**src/rtl/bomb_pkg.sv**
```systemverilog
// Shared types for the bomb pool: slot states and datapath widths.
// The optional EXPLODING behaviour is enabled with BOMB_POOL_EXPLODE_EN.
package bomb_pkg;

  typedef enum logic [1:0] {
    IDLE,
    FALLING,
    EXPLODING
  } bomb_state_t;

  localparam int SCREEN_W_BITS = 11;
  localparam int FP_W          = 32;

endpackage

```
**src/rtl/bomb_slot.sv**
```systemverilog
// One falling-bomb slot: state machine plus fixed-point position.
// EXPLODING countdown is present only with BOMB_POOL_EXPLODE_EN.
module bomb_slot
  import bomb_pkg::*;
#(
  parameter int                       FP_SHIFT       = 6,
  parameter int                       Y_SPEED        = 200,
  parameter int                       BOTTOM_Y       = 460,
  parameter logic [SCREEN_W_BITS-1:0] X_ALIGN_MASK   = 11'h7fc,
  parameter int                       EXPLODE_FRAMES = 6
) (
  input  logic                            clk,
  input  logic                            resetN,
  input  logic                            startOfFrame,
  input  logic                            spawn,
  input  logic                            collision,
  input  logic [SCREEN_W_BITS-1:0]        launchX,
  input  logic [SCREEN_W_BITS-1:0]        launchY,
  output bomb_state_t                     state,
  output logic signed [SCREEN_W_BITS-1:0] topLeftX,
  output logic signed [SCREEN_W_BITS-1:0] topLeftY
);

  localparam logic signed [FP_W-1:0] BOTTOM_FP =
    FP_W'(BOTTOM_Y * (2 ** FP_SHIFT));
  localparam logic signed [FP_W-1:0] Y_STEP = FP_W'(Y_SPEED);

  bomb_state_t             state_q, state_d;
  logic [FP_W-1:0]         x_q, x_d;
  logic signed [FP_W-1:0]  y_q, y_d;
`ifdef BOMB_POOL_EXPLODE_EN
  logic [3:0]              cnt_q, cnt_d;
`endif

  always_comb begin
    state_d = state_q;
    x_d     = x_q;
    y_d     = y_q;
`ifdef BOMB_POOL_EXPLODE_EN
    cnt_d   = cnt_q;
`endif
    unique case (state_q)
      IDLE: begin
        if (spawn) begin
          state_d = FALLING;
          x_d = FP_W'(launchX & X_ALIGN_MASK) << FP_SHIFT;
          y_d = $signed(FP_W'(launchY)) <<< FP_SHIFT;
        end
      end
      FALLING: begin
        // a hit freezes the position, overriding fall and retire
        if (collision) begin
`ifdef BOMB_POOL_EXPLODE_EN
          state_d = EXPLODING;
          cnt_d   = 4'(EXPLODE_FRAMES);
`else
          state_d = IDLE;
`endif
        end else if (startOfFrame) begin
          if (y_q > BOTTOM_FP) state_d = IDLE;
          else                 y_d = y_q + Y_STEP;
        end
      end
      EXPLODING: begin
`ifdef BOMB_POOL_EXPLODE_EN
        if (startOfFrame) begin
          cnt_d = cnt_q - 4'd1;
          if (cnt_q <= 4'd1) state_d = IDLE;
        end
`else
        state_d = IDLE;
`endif
      end
      default: state_d = IDLE;
    endcase
  end

  always_ff @(posedge clk or negedge resetN) begin
    if (!resetN) begin
      state_q <= IDLE;
      x_q     <= '0;
      y_q     <= '0;
`ifdef BOMB_POOL_EXPLODE_EN
      cnt_q   <= '0;
`endif
    end else begin
      state_q <= state_d;
      x_q     <= x_d;
      y_q     <= y_d;
`ifdef BOMB_POOL_EXPLODE_EN
      cnt_q   <= cnt_d;
`endif
    end
  end

  assign state    = state_q;
  assign topLeftX = SCREEN_W_BITS'(x_q >> FP_SHIFT);
  assign topLeftY = SCREEN_W_BITS'(y_q >>> FP_SHIFT);

endmodule

```
**src/rtl/bomb_pool.sv**
```systemverilog
// Pool of independent falling bombs with launch cooldown and free count.
// Define BOMB_POOL_EXPLODE_EN to keep hit slots in an EXPLODING phase.
module bomb_pool
  import bomb_pkg::*;
#(
  parameter int                       NUM_BOMBS       = 4,
  parameter int                       FP_SHIFT        = 6,
  parameter int                       Y_SPEED         = 200,
  parameter int                       BOTTOM_Y        = 460,
  parameter logic [SCREEN_W_BITS-1:0] X_ALIGN_MASK    = 11'h7fc,
  parameter int                       COOLDOWN_FRAMES = 8,
  parameter int                       EXPLODE_FRAMES  = 6
) (
  input  logic                     clk,
  input  logic                     resetN,
  input  logic                     startOfFrame,
  input  logic                     launchReq,
  input  logic [SCREEN_W_BITS-1:0] launchX,
  input  logic [SCREEN_W_BITS-1:0] launchY,
  output logic                     launchAck,
  input  logic [NUM_BOMBS-1:0]     collision,
  output logic signed [NUM_BOMBS*SCREEN_W_BITS-1:0] topLeftX,
  output logic signed [NUM_BOMBS*SCREEN_W_BITS-1:0] topLeftY,
  output logic [NUM_BOMBS-1:0]     activeMask,
  output logic [NUM_BOMBS-1:0]     explodingMask,
  output logic [4:0]               freeCount
);

  logic [NUM_BOMBS-1:0] idle;
  logic [NUM_BOMBS-1:0] sel;
  logic [7:0]           cooldown;
  logic                 spawn_ok;

  // isolate the lowest set bit: lowest-index free slot
  assign sel = idle & (~idle + NUM_BOMBS'(1));

  assign spawn_ok = startOfFrame & launchReq
                  & (cooldown == 8'd0) & (|idle);

  always_ff @(posedge clk or negedge resetN) begin
    if (!resetN) begin
      cooldown  <= '0;
      launchAck <= 1'b0;
    end else begin
      launchAck <= spawn_ok;
      if (startOfFrame) begin
        if (spawn_ok)
          cooldown <= 8'(COOLDOWN_FRAMES);
        else if (!(launchReq && !(|idle)) && cooldown != 8'd0)
          cooldown <= cooldown - 8'd1;
      end
    end
  end

  always_comb begin
    freeCount = '0;
    for (int i = 0; i < NUM_BOMBS; i++)
      freeCount = freeCount + 5'(idle[i]);
  end

  for (genvar i = 0; i < NUM_BOMBS; i++) begin : g_slot
    bomb_state_t st;

    bomb_slot #(
      .FP_SHIFT      (FP_SHIFT),
      .Y_SPEED       (Y_SPEED),
      .BOTTOM_Y      (BOTTOM_Y),
      .X_ALIGN_MASK  (X_ALIGN_MASK),
      .EXPLODE_FRAMES(EXPLODE_FRAMES)
    ) u_slot (
      .clk         (clk),
      .resetN      (resetN),
      .startOfFrame(startOfFrame),
      .spawn       (spawn_ok & sel[i]),
      .collision   (collision[i]),
      .launchX     (launchX),
      .launchY     (launchY),
      .state       (st),
      .topLeftX    (topLeftX[i*SCREEN_W_BITS +: SCREEN_W_BITS]),
      .topLeftY    (topLeftY[i*SCREEN_W_BITS +: SCREEN_W_BITS])
    );

    assign idle[i]       = (st == IDLE);
    assign activeMask[i] = (st != IDLE);
`ifdef BOMB_POOL_EXPLODE_EN
    assign explodingMask[i] = (st == EXPLODING);
`endif
  end

`ifndef BOMB_POOL_EXPLODE_EN
  assign explodingMask = '0;
`endif

endmodule

```
**config.mk**
```make
export PLATFORM = sky130hd
export DESIGN_NAME = bomb_pool
export DESIGN_NICKNAME = d
export VERILOG_FILES = /design/src/rtl/bomb_pkg.sv /design/src/rtl/bomb_slot.sv /design/src/rtl/bomb_pool.sv
export SDC_FILE = /design/constraint.sdc
export NUM_CORES = 1
export LEC_CHECK = 0
export BUFFER_PORTS_ARGS = -buffer_cell sky130_fd_sc_hd__buf_2
export CORE_MARGIN = 4
export CORE_UTILIZATION = 31
export CTS_BUF_LIST = sky130_fd_sc_hd__clkbuf_8
export CTS_CLUSTER_DIAMETER = 200
export DETAILED_ROUTE_END_ITERATION = 16
export RECOVER_POWER = 25
export SLEW_MARGIN = 20
export SYNTH_ARGS = -nofsm -noshare
export SYNTH_HDL_FRONTEND = slang
export SYNTH_SLANG_ARGS = --single-unit
```
**constraint.sdc**
```tcl
create_clock -name clk -period 5.2 [get_ports clk]
set_input_delay 0.52 -clock clk [delete_from_list [all_inputs] [get_ports clk]]
set_output_delay 0.52 -clock clk [all_outputs]
set_load 0.02 [all_outputs]
```
==> results of run 1 <==
==> cell type report <==
cell class,instances,area (µm²),share of cell area
multi-input combinational,830,4630,0.447
timing repair buffer,126,607,0.0585
clock inverter,13,179,0.0173
sequential,165,4130,0.398
clock buffer,19,262,0.0252
inverter,20,75.1,0.00724
tap,390,488,0.0471
==> cell usage in the layout (no fill, tap or decap), drive strengths merged, types with 5 or more instances in the layout <==
master / count
a211oi: 9
a21o: 5
a21oi: 99
a31oi: 6
and2: 7
and3: 26
and4: 6
buf: 77
clkbuf: 67
conb: 14
dfrtp: 165
ha: 9
inv: 23
nand2: 206
nand3: 49
nand4: 33
nor2: 70
nor2b: 5
nor3: 19
nor4: 25
o211ai: 9
o21ai: 60
o22a: 11
o22ai: 20
o31ai: 15
or2: 5
or3: 21
or4: 15
xnor2: 5
xor2: 23
==> critical path, stage by stage, from the launching register on <==
cell and delay, ns:
dfrtp_1 0.33, buf_4 0.34, ha_1 0.25, nor2b_1 0.19
nand4_1 0.67, nand2_1 0.36, o21ai_1 0.24, or4_1 0.56
a21oi_1 0.15
==> stage by stage <==
step	hold slack [ns]	instances
finish	0.249	1563
detailed placement	0.450	1530
global route	0.232	1563
global placement	0.447	1530
floorplan	0.224	1130
CTS	0.214	1563
==> per-layer routing <==
metal / track usage / up-vias
met5: 0 / -
met4: 0.0564 / 2
met3: 0.0325 / 36
met2: 0.247 / 188
met1: 0.216 / 3986
li1: - / 4033
==> power by group through the flow <==
stage | clock, mW | combinational [mW] | sequential, mW
4_1_cts | 1.07 | 0.559 | 1.59
3_5_place_dp | 0 | 0.558 | 1.61
3_3_place_gp | 0 | 0.548 | 1.61
6_report | 1.04 | 0.539 | 1.60
2_1_floorplan | 0 | 0.394 | 1.61
5_1_grt | 1.12 | 0.603 | 1.62
==> flip-flops by register name, indices dropped and copies added, names as in the netlist <==
register             cells
launchAck                1
g_slot.u_slot.state      4
cooldown                 8
g_slot.u_slot.x_q       36
g_slot.u_slot.y_q      116
==> cell families (layout without fill, tap and decap cells) <==
group | Yosys count | count (layout) | share of synthesized area
muxes | 6 | 6 | 0.00675
other | 1 | 14 | 0.000397
AOI/OAI and AO/OA | 268 | 268 | 0.174
xor gates and xnor gates | 28 | 28 | 0.0259
DFF | 165 | 165 | 0.437
adders and majority gates | 10 | 10 | 0.0140
buffers and inverters | 135 | 178 | 0.0793
and+or+nand+nor | 504 | 504 | 0.262
==> final timing paths <==
check / start / endpoint / slack (ns) / depth (start not counted)
setup / recovery: g_slot[1].u_slot.state[0]$_DFFE_PN0P_ / g_slot[2].u_slot.y_q[25]$_DFFE_PN0P_ / 2.01 / 8
hold / removal: collision[1] / g_slot[1].u_slot.state[0]$_DFFE_PN0P_ / 0.25 / 2
setup reg to reg: g_slot[1].u_slot.state[0]$_DFFE_PN0P_ / g_slot[2].u_slot.y_q[25]$_DFFE_PN0P_ / 2.01 / 8
hold reg to reg: g_slot[1].u_slot.x_q[15]$_DFFE_PN0P_ / g_slot[1].u_slot.x_q[15]$_DFFE_PN0P_ / 0.47 / 2
max in group asynchronous: resetN / g_slot[1].u_slot.y_q[12]$_DFFE_PN0P_ / 3.39 / 3
min in group asynchronous: resetN / g_slot[3].u_slot.y_q[26]$_DFFE_PN0P_ / 0.56 / 2
==> out/metrics.cfg, run 1 <==
[pwr]
ir_drop_uv=155
p_int_mw=2.15
p_sw_frac=0.323
switching_power_mw=1.03
clockPowerShare=0.328
p_seq_frac=0.502
p_per_area_mw_per_mm2=306
leakage_nw=4.66
p_total_mw=3.18
pwr-share-comb=0.170

[logic_synthesis]
yosysTopAreaCell=dfrtp_1
synth_most_common_cell=nand2_1
synthCells=1117
synth.distinct_cells=72
synth-seq-cells=165
synth-edff-count=0
ys_top_cells_by_count=nand2_1, dfrtp_1, a21oi_1, nor2_1, buf_4
synthTopCellsByArea=dfrtp_1, nand2_1, a21oi_1
synth.avg_cell_area_um2=8.46
ys_warn_count=0
yosysSeqAreaShare=0.437
synth_top_area_share=0.437
netlist_area_mm2=0.00945
async_reset_ff_frac=1.00
synthFlopType=dfrtp_1

[cells_and_area]
syn_to_final_growth_pct=9.70
antenna-diode-count=0
fin_area_mm2=0.0104
fillers=3083
layout.nets=1200
layout-drive-gt1-share=0.108
final_util=0.347

[global_route]
grt_max_degree=59
gr-total-overflow=0
grt_pass1_vias=7502
antenna_found_initial=1
grtUsageTotal=0.158
grt_pass1_wl_um=42200

[sta]
period_share=0.613
max_freq_mhz=314
setup_tns_ns=0
worst_pin_slew_ns=0.951
slew_viol_final=0
setup_violations=0
skew_ns=0.0149
timing.final.crit_period_ns=3.19
max-slew-margin-rel=0.363
setup_slack_ns=2.01
rsz0062_at_grt=false
final_hold_viol_count=0

[die]
rows=63
die_area_mm2=0.0334
io_pins=132
core-area_mm2=0.0299
die_x_um=183
start_util=0.316
die_h_um=183

[job]
drv_cap=0

[route]
vias=8245
drtAntennaViolNets=0
top_layer_used=met5
drc_errors=0
drt-pass1-iter-count=6
via_per_inst=5.28
wl_met2_um=12400
wire_per_inst_um=17.0
drt_iter0_drc=642
wl_met1_um=12100
met3WireLength_um=1280
routed_wl_um=26600

[clock_network]
htreeDepth=4
clock_sinks=165
insertion_delay_ns=0.46
path_clk_slew_ns=0.08
postCtsSetupRepairBufs=0
cts_inserted_buffers=17
cts_resized=0
cts_buffer_depth=2
root_buffer=clkbuf_8
hold_buffers=1
cts_tree=built

[worst_setup_path]
worstPathArrival_ns=3.57
cp-start-kind=register
cp_max_fo=38
cp.required_ns=5.58
endpoint_kind=register
crit_type=reg -> reg

[run_status]
status=complete, no violations

[placed_design]
post-place-ws_ns=2.01
dp_hpwl_um=18900
io_buffers=115
dpl_cell_area_mm2=0.00998
place_congestion=0.864

[min_path]
hold_path.class=in -> reg

No activity file was read; power rests on OpenSTA's default activity.
==> run 2: changes to the inputs <==
- ABC_AREA: default -> 1
- clock period: 5.2 -> 2.9 ns (I/O delays scaled with it)
==> out/metrics.cfg, run 2 <==
[global_route]
grt_pass1_wl_um=60100  ; +42%
gr-total-overflow=0  ; unchanged
grtUsageTotal=0.179  ; +0.0213
antenna_found_initial=4  ; +3
grt_pass1_vias=11107  ; +48%
grt_max_degree=57  ; -3.4%

[sta]
worst_pin_slew_ns=1.47  ; +0.516 ns
slew_viol_final=0  ; unchanged
setup_tns_ns=0  ; unchanged
period_share=0.920
max-slew-margin-rel=0.0217  ; -0.341
max_freq_mhz=375
timing.final.crit_period_ns=2.67
final_hold_viol_count=0  ; unchanged
rsz0062_at_grt=false
skew_ns=0.0144  ; -0.000493 ns
setup_violations=0  ; unchanged

[job]
drv_cap=0  ; unchanged

[die]
rows=70  ; +11%
core-area_mm2=0.0370  ; +24%
die_h_um=202  ; +11%
die_x_um=202  ; +11%
start_util=0.317  ; +0.000378
io_pins=132  ; unchanged
die_area_mm2=0.0409  ; +23%

[pwr]
leakage_nw=6.56  ; +41%
p_per_area_mw_per_mm2=424  ; +38%
ir_drop_uv=309  ; +99%

[cells_and_area]
antenna-diode-count=0  ; unchanged
final_cell_mix=nand2_1, nor2_1, nand3_1, inv_1, dfrtp_1
fin_area_mm2=0.0129  ; +24%
layout.nets=1939  ; +62%
layout-drive-gt1-share=0.0994  ; -0.00890
syn_to_final_growth_pct=10.0
regMostFlops=g_slot.u_slot.y_q
final_common_cell=nand2_1
largest_register_ffs=116  ; unchanged
reg_top3=g_slot.u_slot.y_q x116, g_slot.u_slot.x_q x36, cooldown x8

[logic_synthesis]
synth-edff-count=0  ; unchanged
async_reset_ff_frac=1.00  ; unchanged
netlist_area_mm2=0.0117  ; +24%
synth.distinct_cells=39  ; -46%
yosysTopAreaCell=dfrtp_1
synthCells=1845  ; +65%
synth.avg_cell_area_um2=6.35  ; -25%
yosysSeqAreaShare=0.353  ; -0.0842
ys_warn_count=0  ; unchanged
synth-seq-cells=165  ; unchanged
synthTopCellsByArea=dfrtp_1, nand2_1, nand3_1
ys_top_cells_by_count=nand2_1, nor2_1, nand3_1, inv_1, dfrtp_1
synthFlopType=dfrtp_1
synth_most_common_cell=nand2_1
synth_top_area_share=0.353  ; -0.0842

[worst_setup_path]
setup.worst_path.start=g_slot[0].u_slot.state[0]$_DFFE_PN0P_
crit_type=reg -> out
regToRegSetupSlack_ns=0.51  ; -1.50 ns
cp.required_ns=2.61  ; -2.97 ns
endpoint=freeCount[2]
worst_r2r_endpoint=g_slot[2].u_slot.y_q[7]$_DFFE_PN0P_
worstPathArrival_ns=2.38  ; -1.19 ns
cp_max_fo=24  ; -37%
worstReg2RegStart=cooldown[0]$_DFFE_PN0P_
endpoint_kind=primary output
cp-start-kind=register
rr_worst_depth=11  ; +3

[route]
via_per_inst=4.79  ; -9.3%
drtAntennaViolNets=0  ; unchanged
wire_per_inst_um=15.1  ; -11%
vias=11563  ; +40%
routed_wl_um=36400  ; +37%
drc_errors=0  ; unchanged
drt_iter0_drc=751  ; +17%
drt-pass1-iter-count=5  ; -1

[clock_network]
clock_sinks=165  ; unchanged
insertion_delay_ns=0.49  ; +0.03 ns
cts_resized=0  ; unchanged
path_clk_slew_ns=0.11  ; +0.03 ns
root_buffer=clkbuf_8
cts_buffer_depth=2  ; unchanged
htreeDepth=4  ; unchanged
cts_inserted_buffers=17  ; unchanged
cts_tree=built

[placed_design]
place_congestion=0.918  ; +6.3%
dpl_cell_area_mm2=0.0124  ; +25%
dp_hpwl_um=27300  ; +45%
io_buffers=115  ; unchanged

[run_status]
status=complete, no violations

[min_path]
hold_path.class=in -> reg

## run 2: area by class of cell
class / instances / area [µm²]
Sequential cell: 165 / 4130
Multi-Input combinational cell: 1389 / 6210
Clock inverter: 15 / 214
Tap cell: 504 / 631
Inverter: 186 / 698
Clock buffer: 17 / 234
Fill cell: 4125 / 24100
Timing Repair Buffer: 140 / 766
## run 2: stage by stage
stage,hold WS [ns],std cells,power (mW),utilization,setup slack (ns)
detailed placement,0.291,2383,3.58,0.337,0.521
floorplan,-0.00559,1858,3.30,-,0.805
finish,0.0693,2416,5.46,0.349,0.233
global placement,0.290,2383,3.56,0.337,0.560
global route,0.0734,2416,5.75,0.349,0.0845
CTS,0.0420,2416,5.52,0.349,0.199
## run 2: logic make-up (layout without fill, tap and decap cells)
family                   count (synthesis)  in the layout  share of synthesized area
AND/OR/NAND/NOR                       1197           1197                      0.431
buffers and inverters                  304            358                      0.121
flip-flops                             165            165                      0.353
AO/OA/AOI/OAI                          139            139                     0.0617
XOR/XNOR                                29             29                     0.0217
adder cells (fa/ha/maj)                 10             10                     0.0113
other                                    1             14                   0.000320
## run 2: worst min path at each step
stage | startpoint | end | slack (ns) | cells past startpoint
final | collision[1] | g_slot[1].u_slot.state[0]$_DFFE_PN0P_ | 0.07 | 4
after global routing | collision[1] | g_slot[1].u_slot.state[0]$_DFFE_PN0P_ | 0.07 | 4
after CTS | collision[1] | g_slot[1].u_slot.state[0]$_DFFE_PN0P_ | 0.04 | 4
after detailed placement | resetN | g_slot[1].u_slot.x_q[11]$_DFFE_PN0P_ | 0.29 | 1
after global placement | resetN | g_slot[0].u_slot.x_q[11]$_DFFE_PN0P_ | 0.29 | 1
after floorplan | resetN | cooldown[0]$_DFFE_PN0P_ | -0.006 | 0
## run 2: layer usage
metal  GRT usage  share of wire  wire, µm
met5           0         0.0010        37
met3      0.0435          0.063      2310
met2       0.294           0.45     16500
met1       0.238           0.46     16800
met4      0.0453          0.019       694
## run 2: what timing repair did
| action | in CTS | in global routing |
|---|---|---|
| endpoints found under the hold margin | 53 | 0 |
| hold buffers | 1 | 0 |
| setup buffers | 0 | 0 |
## run 2: power breakdown
part           internal, mW  leakage (nW)  switching [mW]
registers              2.44          2.13           0.181
clock network         0.893         0.222            1.04
logic                 0.281          4.21           0.618
## run 2: critical path: stages (launching register included)
cell and delay, ns:
dfrtp_1 0.39, buf_4 0.23, fa_1 0.56, inv_1 0.04, ha_1 0.17, ha_1 0.29, buf_2 0.20
